### src/rtl/ps2_pkg.sv
// Shared types and constants for the PS/2 device-to-host receive path.
package ps2_pkg;

    typedef enum logic [1:0] {
        IDLE  = 2'd0,
        RECV  = 2'd1,
        CHECK = 2'd2
    } ps2_rx_state_t;

    localparam int PS2_FRAME_BITS = 11;
    localparam int PS2_DATA_BITS  = 8;

    // A valid frame carries an odd number of ones across data and parity.
    function automatic logic odd_parity_ok(input logic [PS2_DATA_BITS-1:0] data,
                                           input logic                     par);
        return ^{data, par};
    endfunction

endpackage

### src/rtl/ps2_line_filter.sv
// Pin synchroniser plus run-length glitch filter for one PS/2 line.
// level changes only after FILTER_LEN consecutive differing samples; fall strobes with it.
module ps2_line_filter #(
    parameter int SYNC_STAGES = 2,
    parameter int FILTER_LEN  = 8
) (
    input  logic clk,
    input  logic reset,
    input  logic pin,
    output logic level,
    output logic fall
);

    localparam int CW = $clog2(FILTER_LEN + 1);

    logic [SYNC_STAGES-1:0] sync;
    logic [CW-1:0]          run_cnt;
    logic                   sampled;

    assign sampled = sync[SYNC_STAGES-1];

    always_ff @(posedge clk or posedge reset) begin
        if (reset) begin
            sync    <= '1;
            run_cnt <= '0;
            level   <= 1'b1;
            fall    <= 1'b0;
        end else begin
            sync <= {sync[SYNC_STAGES-2:0], pin};
            fall <= 1'b0;
            if (sampled == level) begin
                run_cnt <= '0;
            end else if (run_cnt == CW'(FILTER_LEN - 1)) begin
                // This is the FILTER_LEN-th differing sample in a row.
                level   <= sampled;
                run_cnt <= '0;
                fall    <= level;
            end else begin
                run_cnt <= run_cnt + CW'(1);
            end
        end
    end

endmodule

### src/rtl/ps2_rx_controller.sv
// PS/2 device-to-host frame receiver: filtered pins, frame FSM, bit counter,
// inactivity timer and a valid/ack holding register for the scan-code decoder.
module ps2_rx_controller
    import ps2_pkg::*;
#(
    parameter int SYNC_STAGES    = 2,
    parameter int FILTER_LEN     = 8,
    parameter int TIMEOUT_CYCLES = 20000
) (
    input  logic                     clk,
    input  logic                     reset,
    input  logic                     ps2c,
    input  logic                     ps2d,
    input  logic                     rx_en,
    input  logic                     rx_ack,
    output logic [PS2_DATA_BITS-1:0] rx_data,
    output logic                     rx_valid,
    output logic                     parity_err,
    output logic                     frame_err,
    output logic                     overrun,
    output logic                     busy
);

    localparam int TW = $clog2(TIMEOUT_CYCLES);

    ps2_rx_state_t             state;
    logic [3:0]                bit_cnt;
    logic [PS2_FRAME_BITS-2:0] sr;
    logic [TW-1:0]             timer;

    logic c_fall;
    logic c_level_unused;
    logic ps2d_s;
    logic d_fall_unused;

    ps2_line_filter #(
        .SYNC_STAGES(SYNC_STAGES),
        .FILTER_LEN (FILTER_LEN)
    ) u_clk_filter (
        .clk  (clk),
        .reset(reset),
        .pin  (ps2c),
        .level(c_level_unused),
        .fall (c_fall)
    );

    ps2_line_filter #(
        .SYNC_STAGES(SYNC_STAGES),
        .FILTER_LEN (FILTER_LEN)
    ) u_data_filter (
        .clk  (clk),
        .reset(reset),
        .pin  (ps2d),
        .level(ps2d_s),
        .fall (d_fall_unused)
    );

    always_ff @(posedge clk or posedge reset) begin
        if (reset) begin
            state      <= IDLE;
            bit_cnt    <= '0;
            sr         <= '0;
            timer      <= '0;
            rx_data    <= '0;
            rx_valid   <= 1'b0;
            parity_err <= 1'b0;
            frame_err  <= 1'b0;
            overrun    <= 1'b0;
            busy       <= 1'b0;
        end else begin
            parity_err <= 1'b0;
            frame_err  <= 1'b0;
            overrun    <= 1'b0;
            if (rx_valid && rx_ack) begin
                rx_valid <= 1'b0;
            end

            case (state)
                IDLE: begin
                    // A fall with data high is line noise, not a start bit.
                    if (c_fall && rx_en && !ps2d_s) begin
                        state   <= RECV;
                        busy    <= 1'b1;
                        bit_cnt <= 4'(PS2_FRAME_BITS - 1);
                        timer   <= '0;
                    end
                end

                RECV: begin
                    if (!rx_en) begin
                        state <= IDLE;
                        busy  <= 1'b0;
                    end else if (c_fall) begin
                        sr      <= {ps2d_s, sr[PS2_FRAME_BITS-2:1]};
                        bit_cnt <= bit_cnt - 4'd1;
                        timer   <= '0;
                        if (bit_cnt == 4'd1) begin
                            state <= CHECK;
                        end
                    end else if (timer == TW'(TIMEOUT_CYCLES - 1)) begin
                        frame_err <= 1'b1;
                        state     <= IDLE;
                        busy      <= 1'b0;
                    end else begin
                        timer <= timer + TW'(1);
                    end
                end

                CHECK: begin
                    state <= IDLE;
                    busy  <= 1'b0;
                    if (rx_en) begin
                        if (!sr[PS2_FRAME_BITS-2]) begin
                            frame_err <= 1'b1;
                        end else if (!odd_parity_ok(sr[PS2_DATA_BITS-1:0], sr[PS2_DATA_BITS])) begin
                            parity_err <= 1'b1;
                        end else if (rx_valid && !rx_ack) begin
                            overrun <= 1'b1;
                        end else begin
                            // An ack in this same cycle frees the register for the new byte.
                            rx_data  <= sr[PS2_DATA_BITS-1:0];
                            rx_valid <= 1'b1;
                        end
                    end
                end

                default: begin
                    state <= IDLE;
                    busy  <= 1'b0;
                end
            endcase
        end
    end

endmodule

### config.mk
export PLATFORM = sky130hd
export DESIGN_NAME = ps2_rx_controller
export DESIGN_NICKNAME = d
export VERILOG_FILES = /design/src/rtl/ps2_pkg.sv /design/src/rtl/ps2_line_filter.sv /design/src/rtl/ps2_rx_controller.sv
export SDC_FILE = /design/constraint.sdc
export NUM_CORES = 1
export LEC_CHECK = 0
export CORE_UTILIZATION = 50
export DETAILED_ROUTE_END_ITERATION = 7
export GPL_ROUTABILITY_DRIVEN = 0
export HOLD_SLACK_MARGIN = 0.12
export MAX_ROUTING_LAYER = met4
export PLACE_DENSITY = 0.69
export SETUP_SLACK_MARGIN = 0.2
export SYNTH_ARGS = -nofsm -noshare
export SYNTH_HDL_FRONTEND = slang
export SYNTH_SLANG_ARGS = --single-unit
### constraint.sdc
create_clock -name clk -period 2.1 [get_ports clk]
set_input_delay 0.21 -clock clk [delete_from_list [all_inputs] [get_ports clk]]
set_output_delay 0.21 -clock clk [all_outputs]
set_load 0.02 [all_outputs]
; Yosys cells after proc, flatten, opt, wreduce, memory -nomap -nowiden
; Index checks and enable logic that the tools add are counted.
[word_totals]
regBits = 59
inputBits = 6
output_inout_bits = 13
elab_cells = 104
[op_classes]
n_addsub = 4
eq_ne = 16
muxes = 47
bitwise_logic = 3
reduce_logical = 17
[ops]
columns = op, count
row1 = $mux 15, 4
row2 = $pmux 15 s2, 1
row3 = $mux 4, 7
row4 = $mux 1, 26
row5 = $add 15x1->15 const B, 1
row6 = $eq 15x15->1 const B, 1
row7 = $mux 2, 5
row8 = $reduce_and 3->1, 3
row9 = $reduce_xor 9->1, 1
row10 = $add 4x1->4 const B, 2
row11 = $eq 4x3->1 const B, 2
row12 = $pmux 4 s2, 1
row13 = $reduce_and 4->1, 2
row14 = $ne 3x3->1 const B, 2
row15 = $reduce_and 5->1, 1
row16 = $eq 4x1->1 const B, 1
row17 = $logic_and 1x1->1, 4
row18 = $ne 2x2->1 const B, 2
row19 = $ne 4x3->1 const B, 1
row20 = $ne 4x4->1 const B, 1
row21 = $pmux 1 s2, 2
row22 = $pmux 2 s2, 1
row23 = $reduce_and 2->1, 2
row24 = $sub 4x1->4 const B, 1
row25 = 9 further kinds, 13

; Depth between registers and ports, before layout
; Gate-level depths: netlist (run 1).
[logic_depth]
ltp_word = 7
ltp_mapped = 8
ltp_nobuf = 6

; Hierarchy
; From an unflattened synthesis (run 1), not the netlist that was laid out.
[unflattened]
hier_cells = 251
hier_area_um2 = 2935.3
[modules_own_cells]
columns = mod, n_inst, cells_per_inst, area_per_inst_um2, seq_area_each_um2
row1 = ps2_rx_controller, 1, 207, 2304.7, 1101.1
row2 = ps2_line_filter, 2, 22, 315.3, 203.9

; Least setup slack after synthesis (run 1)
; OpenSTA, ideal clock, no wires.
[synth_path]
path_type = register to register
from = register timer[7]
to = register frame_err
setup_time_ns = 0.077
arrival_time_ns = 1.840
t_required_ns = 2.023
slack_ns = 0.182
stages_incl_launch_ff = 6
path_buffers = 1
path_cell_list = dfrtp_1 > or4b_4 > nor4_4 > buf_6 > or3b_1 > a21oi_1
[synth_between]
elab_chain_cells = 5
[synth_lines]
columns = item, line
row1 = start: declaration, ps2_rx_controller.sv:29  ; logic [TW-1:0] timer;
row2 = start signal: assignment, ps2_rx_controller.sv:105  ; timer <= timer + TW'(1);
row3 = $eq 15x15->1, ps2_rx_controller.sv:100  ; end else if (timer == TW'(TIMEOUT_CYCLES - 1)) begin
row4 = $mux 1, ps2_rx_controller.sv:100
row5 = $mux 1, ps2_rx_controller.sv:93  ; end else if (c_fall) begin
row6 = $mux 1, ps2_rx_controller.sv:90  ; if (!rx_en) begin
row7 = $pmux 1 s2, ps2_rx_controller.sv:78  ; case (state)
row8 = end signal: assignment, ps2_rx_controller.sv:72  ; frame_err <= 1'b0;
row9 = end signal: assignment, ps2_rx_controller.sv:101  ; frame_err <= 1'b1;
row10 = end signal: assignment, ps2_rx_controller.sv:114  ; frame_err <= 1'b1;
row11 = end: declaration, ps2_rx_controller.sv:19  ; output logic frame_err,
; No other way between the ends.
; A chain may end at the register's enable or synchronous reset.

; Worst setup path after layout (run 1)
[layout_path]
from = register state[0]
to = register timer[13]
[layout_between]
elab_chain_cells = 3
[layout_lines]
columns = item, line
row1 = start: declaration, ps2_rx_controller.sv:26  ; ps2_rx_state_t state;
row2 = start signal: assignment, ps2_rx_controller.sv:60  ; state <= IDLE;
row3 = start signal: assignment, ps2_rx_controller.sv:82  ; state <= RECV;
row4 = start signal: assignment, ps2_rx_controller.sv:91  ; state <= IDLE;
row5 = $eq 2x1->1 / $logic_not 2->1 (equally long branches), ps2_rx_controller.sv:78
row6 = $ne 3x2->1 (no line) (tied with other cells), --
row7 = $reduce_and 4->1 (no line), --
; Parallel ways exist; a longest one is shown, timed or not.

==> results.md, run 1 <==
* Clock latency on the worst-skew pair at around 350 ps
* Share of the synthesized area in the top cell type at 0.466
* Max-cap violations at 0
* CTS HTree Levels at 3
* Most common cell in the netlist: dfrtp_1
* Vias after detailed routing at ~2,100
* Cts bufs inserted at 9
* GR Util met3 at 0.0388
* Max incr delay on CP at about 530 ps
* Share of layout cells above drive strength 1 at 0.349
* Multi-input gate area at between 1000 and 1500 um^2
* Max stage delay cell, worst path: or4_4
* Worst path bufs/invs at 3
* First-pass GRT wire length at 8730 um
* I/O pin total at 19
* Type of origin of the critical path: flip-flop
* Fmax at 522 MHz
* Cell area power density at ~810 nW/um^2
* Final #Nets at between 300 and 400
* Netlist Area Pre-Place at around 2800 um^2
* Register area at 1480 um^2
* Avg Cell Area, Syn at between 10 and 15 um^2
* WL final at ~5800 um
* Met1 usage at 0.252
* RSZ-0062 raised after global routing: yes
* Post-synth EDFFs at 0
* Ant. Diodes at 0
* Peak supply drop at between 0.5 and 0.6 mV
* Worst setup margin at 184 ps
* Die width at 77.5 um
* Critical Path RT at ~2400 ps
* Initial Util at 0.517
* Worst R2R End: timer[13]
* Initial DRC count at 103
* CTS tree: built
* Hold Fails Final Rpt at 0
* Leakage at 1.60 nW
* Period minus WS final at between 1500 and 2000 ps
* Dpl cells at approximately 340
* Final Max Tran Viols at 0
* Worst Tran Pin Value at approximately 370 ps
* Crit path DAT at roughly 2200 ps
* GR peak layer: met2
* Synth area leader: dfrtp_1
* Routed len/inst at approximately 16 um
* Core area at approximately 5500 um^2
* HP Class: in -> async
* Die span in y at between 70 and 80 um
* Clock sinks at 59
* FP Rows at 27
* Final setup fails at 0
* Post-route setup TNS at 0 ps
* Initial antenna violation count at 0
* Sequential share of the synthesized area at 0.521
* Outcome: complete, no violations
* Post-Synthesis Cells at 243
* Port Buf Inserts at 18
* Netlist cell types at 45
* Fillers at approximately 420
* Vias per cell at ~5.7
* Clk_skew at about 11 ps
* Cells along the critical path: inv_2 > ha_4 > buf_12 > nor2b_4 > o211ai_1 > buf_4 > or4_4 > a21oi_2
* Synth cell count leaders: dfrtp_1, mux2_2, a21oi_1, nand3_1, o31ai_1
* Dominant synthesized flop cell: dfrtp_1
* Die Area at about 6000 um^2
* Syn nets at 257
* Routing usage on met2 at 0.295
* CTS root buffer: clkbuf_8
* Setup Slack @ Placement at between 80 and 90 ps
* Gr usage total at 0.195
* Capturing element type of the critical path: flip-flop
* Area contributors post-synth: dfrtp_1, mux2_2, dfstp_2
* Minimum setup slack among reg-to-reg paths at 180 ps
* Synth Warn # at 0
* Pin count of the biggest net entering global routing at 60
* Drt pass-1 iters at 4
* Clock buffer depth at 2
* Top delay family on crit path: simple AND/OR/NAND/NOR gates
* FFs w/ async S/R, synth at 1.00
* Yosys reg bits at a little under 60
* R2R depth at 8
* Antenna-violating nets left at 0
* Area growth, synth to finish at 28.6%
* Hold_buf cts at 0
* Drt drc at 0
* Worst r2r src: state[0]
* Rel. slew slack at 0.753
* GRT overflow at 0
* Placed wire-length estimate at approximately 3400 um
* Worst-path clk slew at 80 ps
* Vias in the first global route at about 1,900
* Layout Cells excl Fill at between 300 and 400
* Worst Path Class, Setup: reg -> reg
* Period utilisation layout at 0.912
* Crit Path Max Fanout at 8
-- per-layer routing --
layer / share of wire / vias to the layer above
li1: - / 1001
met1: 0.47 / 1061
met2: 0.48 / 30
met3: 0.027 / 10
met4: 0.020 / 0
met5: 0 / -
-- sequential cells by signal, indices dropped and copies added, names as in the netlist, 4 cells and up --
signal and flops:
rx_data 8, u_clk_filter.run_cnt 4, bit_cnt 4, u_data_filter.run_cnt 4
timer 15, sr 10
-- where the power goes --
part / switching, mW / internal (mW)
Combinational: 0.270 / 0.317
Clock: 0.490 / 0.543
Sequential: 0.0974 / 1.25
Total: 0.857 / 2.11
-- worst max-delay path by stage --
stage | from | end | slack (ps) | cells past startpoint
detailed placement | rx_en | timer[2] | 90 | 5
global route | state[1] | timer[13] | 120 | 7
floorplan | timer[12] | frame_err | 200 | 5
CTS | state[0] | timer[13] | 180 | 7
global placement | sr[3] | rx_data[7] | 110 | 4
finish | state[0] | timer[13] | 180 | 8
-- stage by stage --
step	hold slack [ps]	power (mW)	instance area [um^2]	util
3_5_place_dp	348	1.82	3210	0.584
4_1_cts	255	2.88	3470	0.631
2_1_floorplan	214	1.69	2860	-
3_3_place_gp	348	1.80	3210	0.584
5_1_grt	264	3.10	3660	0.665
6_report	234	2.97	3660	0.665
-- cells in the final DEF (no fill, tap or decap), types with 4 or more instances in the layout --
cell	count
buf_4	26
inv_1	6
nor2b_1	5
mux2_4	8
nor3_1	6
nand2b_1	4
ha_1	6
nand2_1	6
or4b_4	4
xnor2_1	8
o21ai_0	6
or4_1	7
nor2_1	9
dfstp_2	6
clkdlybuf4s50_1	18
a21oi_2	7
o31ai_1	10
clkbuf_8	9
mux2_2	14
a21oi_1	10
dfrtp_1	53
nand3_1	11
-- logic make-up (layout without fill, tap and decap cells) --
logic type / count (synthesis) / in the layout / share of synthesized area
AO/OA/AOI/OAI: 46 / 46 / 0.100
AND/OR/NAND/NOR: 76 / 76 / 0.171
adder cells (fa/ha/maj): 8 / 8 / 0.0352
multiplexers: 25 / 25 / 0.102
flip-flops: 59 / 59 / 0.521
XOR/XNOR: 11 / 11 / 0.0435
buffers and inverters: 18 / 73 / 0.0264
-- timing repair --
| action | 4_1_cts | 5_1_grt |
|---|---|---|
| setup buffers | 8 | 7 |
| pin swaps | 4 | 16 |
| gates resized for setup | 6 | 29 |
| endpoints found under the setup margin | 20 | 26 |
-- area by class of cell --
cell class / count / area share
inverters: 9 / 0.00923
repair buffers: 48 / 0.120
clock inverters: 7 / 0.0188
well taps: 72 / 0.0246
flip-flops and latches: 59 / 0.405
multi-input cells: 166 / 0.389
clock buffers: 9 / 0.0338
-- worst reg2reg max path, stage by stage (launching register included) --
cell and delay (ps):
dfrtp_1 390, inv_2 70, ha_4 180, buf_12 130, nor2b_4 130, o211ai_1 100
buf_4 190, or4_4 530, a21oi_2 140
Note: power is estimated with default switching activity, not from simulation.
==> inputs of run 2 (changes only) <==
--- a/config.mk
+++ b/config.mk
@@ -5,6 +5,7 @@
 export SDC_FILE = /design/constraint.sdc
 export NUM_CORES = 1
 export LEC_CHECK = 0
+export ABC_AREA = 1
 export CORE_UTILIZATION = 50
 export DETAILED_ROUTE_END_ITERATION = 7
 export GPL_ROUTABILITY_DRIVEN = 0
@@ -12,6 +13,8 @@
 export MAX_ROUTING_LAYER = met4
 export PLACE_DENSITY = 0.69
 export SETUP_SLACK_MARGIN = 0.2
+export SKIP_LAST_GASP = 1
 export SYNTH_ARGS = -nofsm -noshare
 export SYNTH_HDL_FRONTEND = slang
 export SYNTH_SLANG_ARGS = --single-unit
+export TNS_END_PERCENT = 1
==> run 2 against run 1 <==
  * Cell count up 29%
  * Critical path depth up 3
  * Setup slack better by 160 ps
  * Sequential power about the same
  * Highest routed layer unchanged
==> results.md, run 2 <==
* Drt pass-1 iters at 6
* Initial DRC count at 260
* Worst Path Class, Setup: reg -> reg
* GRT overflow at 0
* Core area at about 5900 um^2
* Most common cell in the netlist: nand2_1
* Synth area leader: dfrtp_1
* FP Rows at 28
* Adder-Cell Fraction of Synth Area at 0.0325
* Rel. slew slack at 0.801
* Max FFs per register at 15
* First-pass GRT wire length at approximately 10,000 um
* Register area at ~1500 um^2
* Antenna-violating nets left at 0
* Drt drc at 0
* I/O pin total at 19
* WL final at 5720 um
* Dominant synthesized flop cell: dfrtp_1
* Hold_buf cts at 0
* Worst-path clk slew at around 80 ps
* Worst setup margin at 342 ps
* Setup Slack @ Placement at roughly 210 ps
* Netlist cell types at 33
* Most frequent cells in the layout: nand2_1, dfrtp_1, nor2_1
* Clock buffer depth at 2
* Capturing element type of the critical path: flip-flop
* Final Max Tran Viols at 0
* GR peak layer: met2
* Routing usage on met2 at 0.323
* Sequential share of the synthesized area at 0.483
* Minimum setup slack among reg-to-reg paths at between 300 and 400 ps
* Avg Cell Area, Syn at approximately 8.3 um^2
* Top Registers: timer: 15 flops, sr: 10 flops, rx_data: 8 flops
* Placed wire-length estimate at 4100 um
* Die span in y at approximately 80 um
* Final #Nets at between 400 and 500
* Pin count of the biggest net entering global routing at 60
* GR Util met3 at 0.0545
* Vias in the first global route at around 2,300
* Vias after detailed routing at 2,387
* Fmax at around 570 MHz
* Max-cap violations at 0
* Area fraction in compound gates after synthesis at 0.0423
* Share of layout cells above drive strength 1 at 0.154
* Die width at 80.4 um
* Hold Fails Final Rpt at 0
* Tot Pwr at 3.22 mW
* CTS tree: built
* CTS HTree Levels at 3
* Final setup fails at 0
* Yosys reg bits at between 50 and 60
* Worst Tran Pin Value at just under 300 ps
* Area contributors post-synth: dfrtp_1, nand2_1, nand3_1
* Peak supply drop at 0.544 mV
* Worst r2r src: state[1]
* Type of origin of the critical path: flip-flop
* Clk_skew at between 10 and 15 ps
* Ant. Diodes at 0
* Final Util at 0.600
* Met1 usage at 0.277
* Synth Area in Simple Gates at 0.323
* Post-synth EDFFs at 0
* Vias per cell at approximately 5
* Largest Register: timer
* Crit Path Max Fanout at 19
* Cell area power density at roughly 910 nW/um^2
* Post-Synthesis Cells at 369
* Synth cell count leaders: nand2_1, dfrtp_1, nor2_1, nand3_1, inv_1
* Largest family of logic cells by synthesized area: simple AND/OR/NAND/NOR gates
* R2R depth at 11
* Port Buf Inserts at 18
* Routed len/inst at around 12 um
* Die Area at around 6500 um^2
* Mux cell area share after synthesis at 0
* Clock sinks at 59
* Gr usage total at 0.214
* Crit path DAT at slightly below 2000 ps
* Netlist Area Pre-Place at 3080 um^2
* CTS root buffer: clkbuf_8
* Clock latency on the worst-skew pair at 340 ps
* Post-synthesis xor/xnor area fraction at 0.0513
* Leakage at ~1.7 nW
* FFs w/ async S/R, synth at 1.00
* Period minus WS final at 1760 ps
* RSZ-0062 raised after global routing: no
* Worst R2R End: timer[13]
* Share of the synthesized area in the top cell type at 0.431
* Initial Util at 0.519
* Synth Warn # at 0
* Area growth, synth to finish at 15.5%
* Fillers at just over 500
* Cts bufs inserted at 9
* Critical Path RT at about 2300 ps
* Syn nets at about 380
* Outcome: complete, no violations
* Period utilisation layout at 0.837
* Most common cell after layout, fill and taps aside: nand2_1
* HP Class: in -> async
* Multi-input gate area at roughly 1400 um^2
* Initial antenna violation count at 0
* Post-route setup TNS at 0 ps
## run 2: cell types whose count changed after synthesis, sizes merged, moves of 14 or more
cell	previous run	this run
inv	9	37
a21oi	17	3
mux2	22	0
nor2	9	50
nand3	11	45
nand2	6	111
## run 2: logic make-up (layout without fill, tap and decap cells)
| group | count (synthesis) | in the layout |
|---|---|---|
| flip-flops | 59 | 59 |
| AO/OA/AOI/OAI | 23 | 23 |
| XOR/XNOR | 18 | 18 |
| adder cells (fa/ha/maj) | 8 | 8 |
| AND/OR/NAND/NOR | 216 | 216 |
| buffers and inverters | 45 | 78 |
## run 2: worst max path at each step
stage                     slack, ps         end  startpoint
after floorplan                 440  bit_cnt[0]       reset
after global placement          300    timer[4]       rx_en
after detailed placement        210    timer[4]       rx_en
after CTS                       320   timer[13]    state[1]
after global routing            220    timer[3]    timer[1]
final                           340   timer[13]    state[1]
## run 2: layer usage
layer	part of all wire	wire length, um
met1	0.49	2780
met3	0.039	221
met2	0.46	2640
met5	0	0
met4	0.014	82
## run 2: worst max-delay path, stage by stage (launching register included)
cell and delay, ps:
dfrtp_1 400, inv_1 80, ha_1 220, inv_2 90, nand2_1 90, nand2_2 60
nand2_2 100, clkinv_1 100, nand2_4 180, nand2_8 140, nand3_1 130, o21ai_2 50
## run 2: area by class of cell
cell class | instances | area share
clock inverter | 7 | 0.0218
multi-input combinational | 265 | 0.391
inverter | 38 | 0.0409
clock buffer | 9 | 0.0349
sequential | 59 | 0.418
timing repair buffer | 24 | 0.0669
tap | 75 | 0.0264
## run 2: stage by stage
stage / area (um^2) / cells / hold WS [ps]
6_report: 3550 / 477 / 236
3_3_place_gp: 3340 / 461 / 346
4_1_cts: 3540 / 477 / 246
2_1_floorplan: 3080 / 369 / 214
5_1_grt: 3550 / 477 / 252
3_5_place_dp: 3340 / 461 / 348
## run 2: timing repair
action,4_1_cts,5_1_grt
setup endpoints to repair,0,2
resized for setup,0,3
setup buffers,0,0
## run 2: where the power goes
group	switching (mW)	leakage [nW]	total [mW]	internal (mW)
registers	0.0978	0.772	1.38	1.28
clock network	0.480	0.0998	1.03	0.555
logic	0.550	0.829	0.806	0.256
==> inputs of run 3 (changes only) <==
==> constraint.sdc (replaced) <==
create_clock -name clk -period 1.64 [get_ports clk]
set_input_delay 0.164 -clock clk [delete_from_list [all_inputs] [get_ports clk]]
set_output_delay 0.164 -clock clk [all_outputs]
set_load 0.02 [all_outputs]
==> run 3 against run 2 <==
  * Routed wire length grew 13%
  * Register-to-register slack lost 300 ps
  * Power grew 50%
  * Via count grew 6.0%
  * Sequential share of layout area shrank 3.0 points
  * Clock skew shrank 1.7 ps
  * Clock-buffer cell count grew 2
==> results.md, run 3 (same netlist as run 2, synthesis figures left out) <==
* Core area at approximately 6000 um^2
* Final Max Tran Viols at 0
* Most frequent CP cell: nand2_2
* Seq pwr share at 0.369
* Max stage delay cell, worst path: dfrtp_2
* Hold Fails Final Rpt at 0
* First-pass GRT wire length at 11,000 um
* Period utilisation layout at 0.977
* Gr usage total at 0.234
* P_int at between 3 and 4 mW
* Period minus WS final at 1600 ps
* Hold slack final at 216 ps
* Max incr delay on CP at around 440 ps
* Drt drc at 0
* Initial DRC count at roughly 130
* Final #Nets at roughly 430
* Cts bufs inserted at 9
* Post-Layout Inst Area at between 3000 and 4000 um^2
* Most common cell after layout, fill and taps aside: nand2_1
* Initial antenna violation count at 0
* HP Class: in -> reg
* DP Area at 3490 um^2
* Routed len/inst at between 10 and 15 um
* Max FFs per register at 15
* Initial Util at 0.519
* Cells along the critical path: ha_4 > buf_4 > nand2_2 > nand2_2 > nand2_4 > nor2_4 > inv_4 > buf_8 > o21ai_1 > a21oi_1
* Worst r2r src: state[0]
* Clock sinks at 59
* CTS root buffer: clkbuf_8
* Setup Slack @ Placement at -0.408 ps
* Rel. slew slack at 0.770
* Min-Delay Path Depth at 1
* Placed wire-length estimate at around 4200 um
* I/O pin total at 19
* Top Registers: timer: 15 flops, sr: 10 flops, rx_data: 8 flops
* Ant. Diodes at 0
* Final setup fails at 0
* Comb pwr share at 0.323
* Area growth, synth to finish at 24.4%
* Hold Path Sink: u_clk_filter.sync[0]
* R2R depth at 10
* Worst Tran Pin Value at ~340 ps
* Pin count of the biggest net entering global routing at 60
* Port Buf Inserts at 18
* Clock buffer depth at 2
* Crit Path Max Fanout at 11
* Most frequent cells in the layout: nand2_1, dfrtp_1, nor2_1
* Antenna-violating nets left at 0
* Share of layout cells above drive strength 1 at 0.214
* Switching share of power at 0.338
* Type of origin of the critical path: flip-flop
* Worst setup margin at 37.8 ps
* Clk_skew at 8.57 ps
* Die span in y at between 80 and 90 um
* Worst R2R End: timer[2]
* Worst Path Class, Setup: reg -> reg
* Cell area power density at around 1300 nW/um^2
* Crit path DAT at between 1500 and 2000 ps
* Die width at slightly above 80 um
* GRT overflow at 0
* Capturing element type of the critical path: flip-flop
* Largest Register: timer
* Vias per cell at 5.06
* Hold_buf cts at 0
* Max-cap violations at 0
* Clock latency on the worst-skew pair at approximately 350 ps
* WL final at between 6000 and 7000 um
* Worst-path clk slew at approximately 70 ps
* Critical Path RT at 1920 ps
* Clock network fraction of total power at 0.308
* Hold wc startpoint: ps2c
* Minimum setup slack among reg-to-reg paths at roughly 38 ps
* Outcome: complete, no violations
* CTS HTree Levels at 3
* Leakage at between 1.5 and 2 nW
* Die Area at about 6500 um^2
* FP Rows at 28
* CTS tree: built
* Tot Pwr at roughly 4.8 mW
* Vias after detailed routing at between 2,000 and 3,000
* Vias in the first global route at ~2,400
* Drt pass-1 iters at 5
* RSZ-0062 raised after global routing: yes
* Fmax at approximately 620 MHz
* Post-route setup TNS at 0 ps
* Net Switching at roughly 1.6 mW
* Peak supply drop at between 0.7 and 0.8 mV
==> run 3: final cells by class <==
type	instances	area, um^2
Multi-Input combinational cell	267	1450
Tap cell	75	93.8
Clock buffer	11	141
Inverter	38	151
Fill cell	484	2100
Timing Repair Buffer	45	427
Sequential cell	59	1490
Clock inverter	5	77.6
==> run 3: critical path, delay by kind of cell, from the launching register on <==
family	cells	cell delay [ps]
flops	1	440
buf+inv	3	430
simple gates	4	300
fa+ha+maj	1	180
compound gates	2	180
==> run 3: power groups by stage <==
stage | registers, mW | clock network, mW | logic [mW]
floorplan | 1.76 | 0 | 0.945
global placement | 1.78 | 0 | 1.21
detailed placement | 1.79 | 0 | 1.25
CTS | 1.77 | 1.50 | 1.41
global route | 1.80 | 1.58 | 1.69
finish | 1.78 | 1.48 | 1.55
==> run 3: metal layers <==
layer,up-vias,share of wire,track usage
met4,0,0.017,0.104
met3,11,0.037,0.0557
li1,1270,-,-
met1,1188,0.48,0.293
met2,61,0.47,0.361
met5,-,0,-
==> run 3: repair_timing <==
action                     in CTS  in global routing
setup endpoints to repair      48                 57
pin swaps                       2                  4
resized for setup              12                  7
setup buffers                   0                  2
gates cloned                    1                  1
==> run 3: per-stage QoR <==
step / cells / util
finish: 500 / 0.646
detailed placement: 480 / 0.589
CTS: 497 / 0.636
global route: 500 / 0.646
floorplan: 369 / -
global placement: 480 / 0.589
==> run 3: worst max-delay path by stage <==
stage | start | end | slack (ps) | cells past startpoint
final | state[0] | timer[2] | 40 | 10
after global routing | state[1] | timer[3] | -80 | 12
after CTS | state[0] | timer[3] | 70 | 11
after detailed placement | state[0] | timer[3] | -0.4 | 11
after global placement | rx_en | timer[3] | 30 | 10
after floorplan | state[1] | timer[1] | 60 | 12
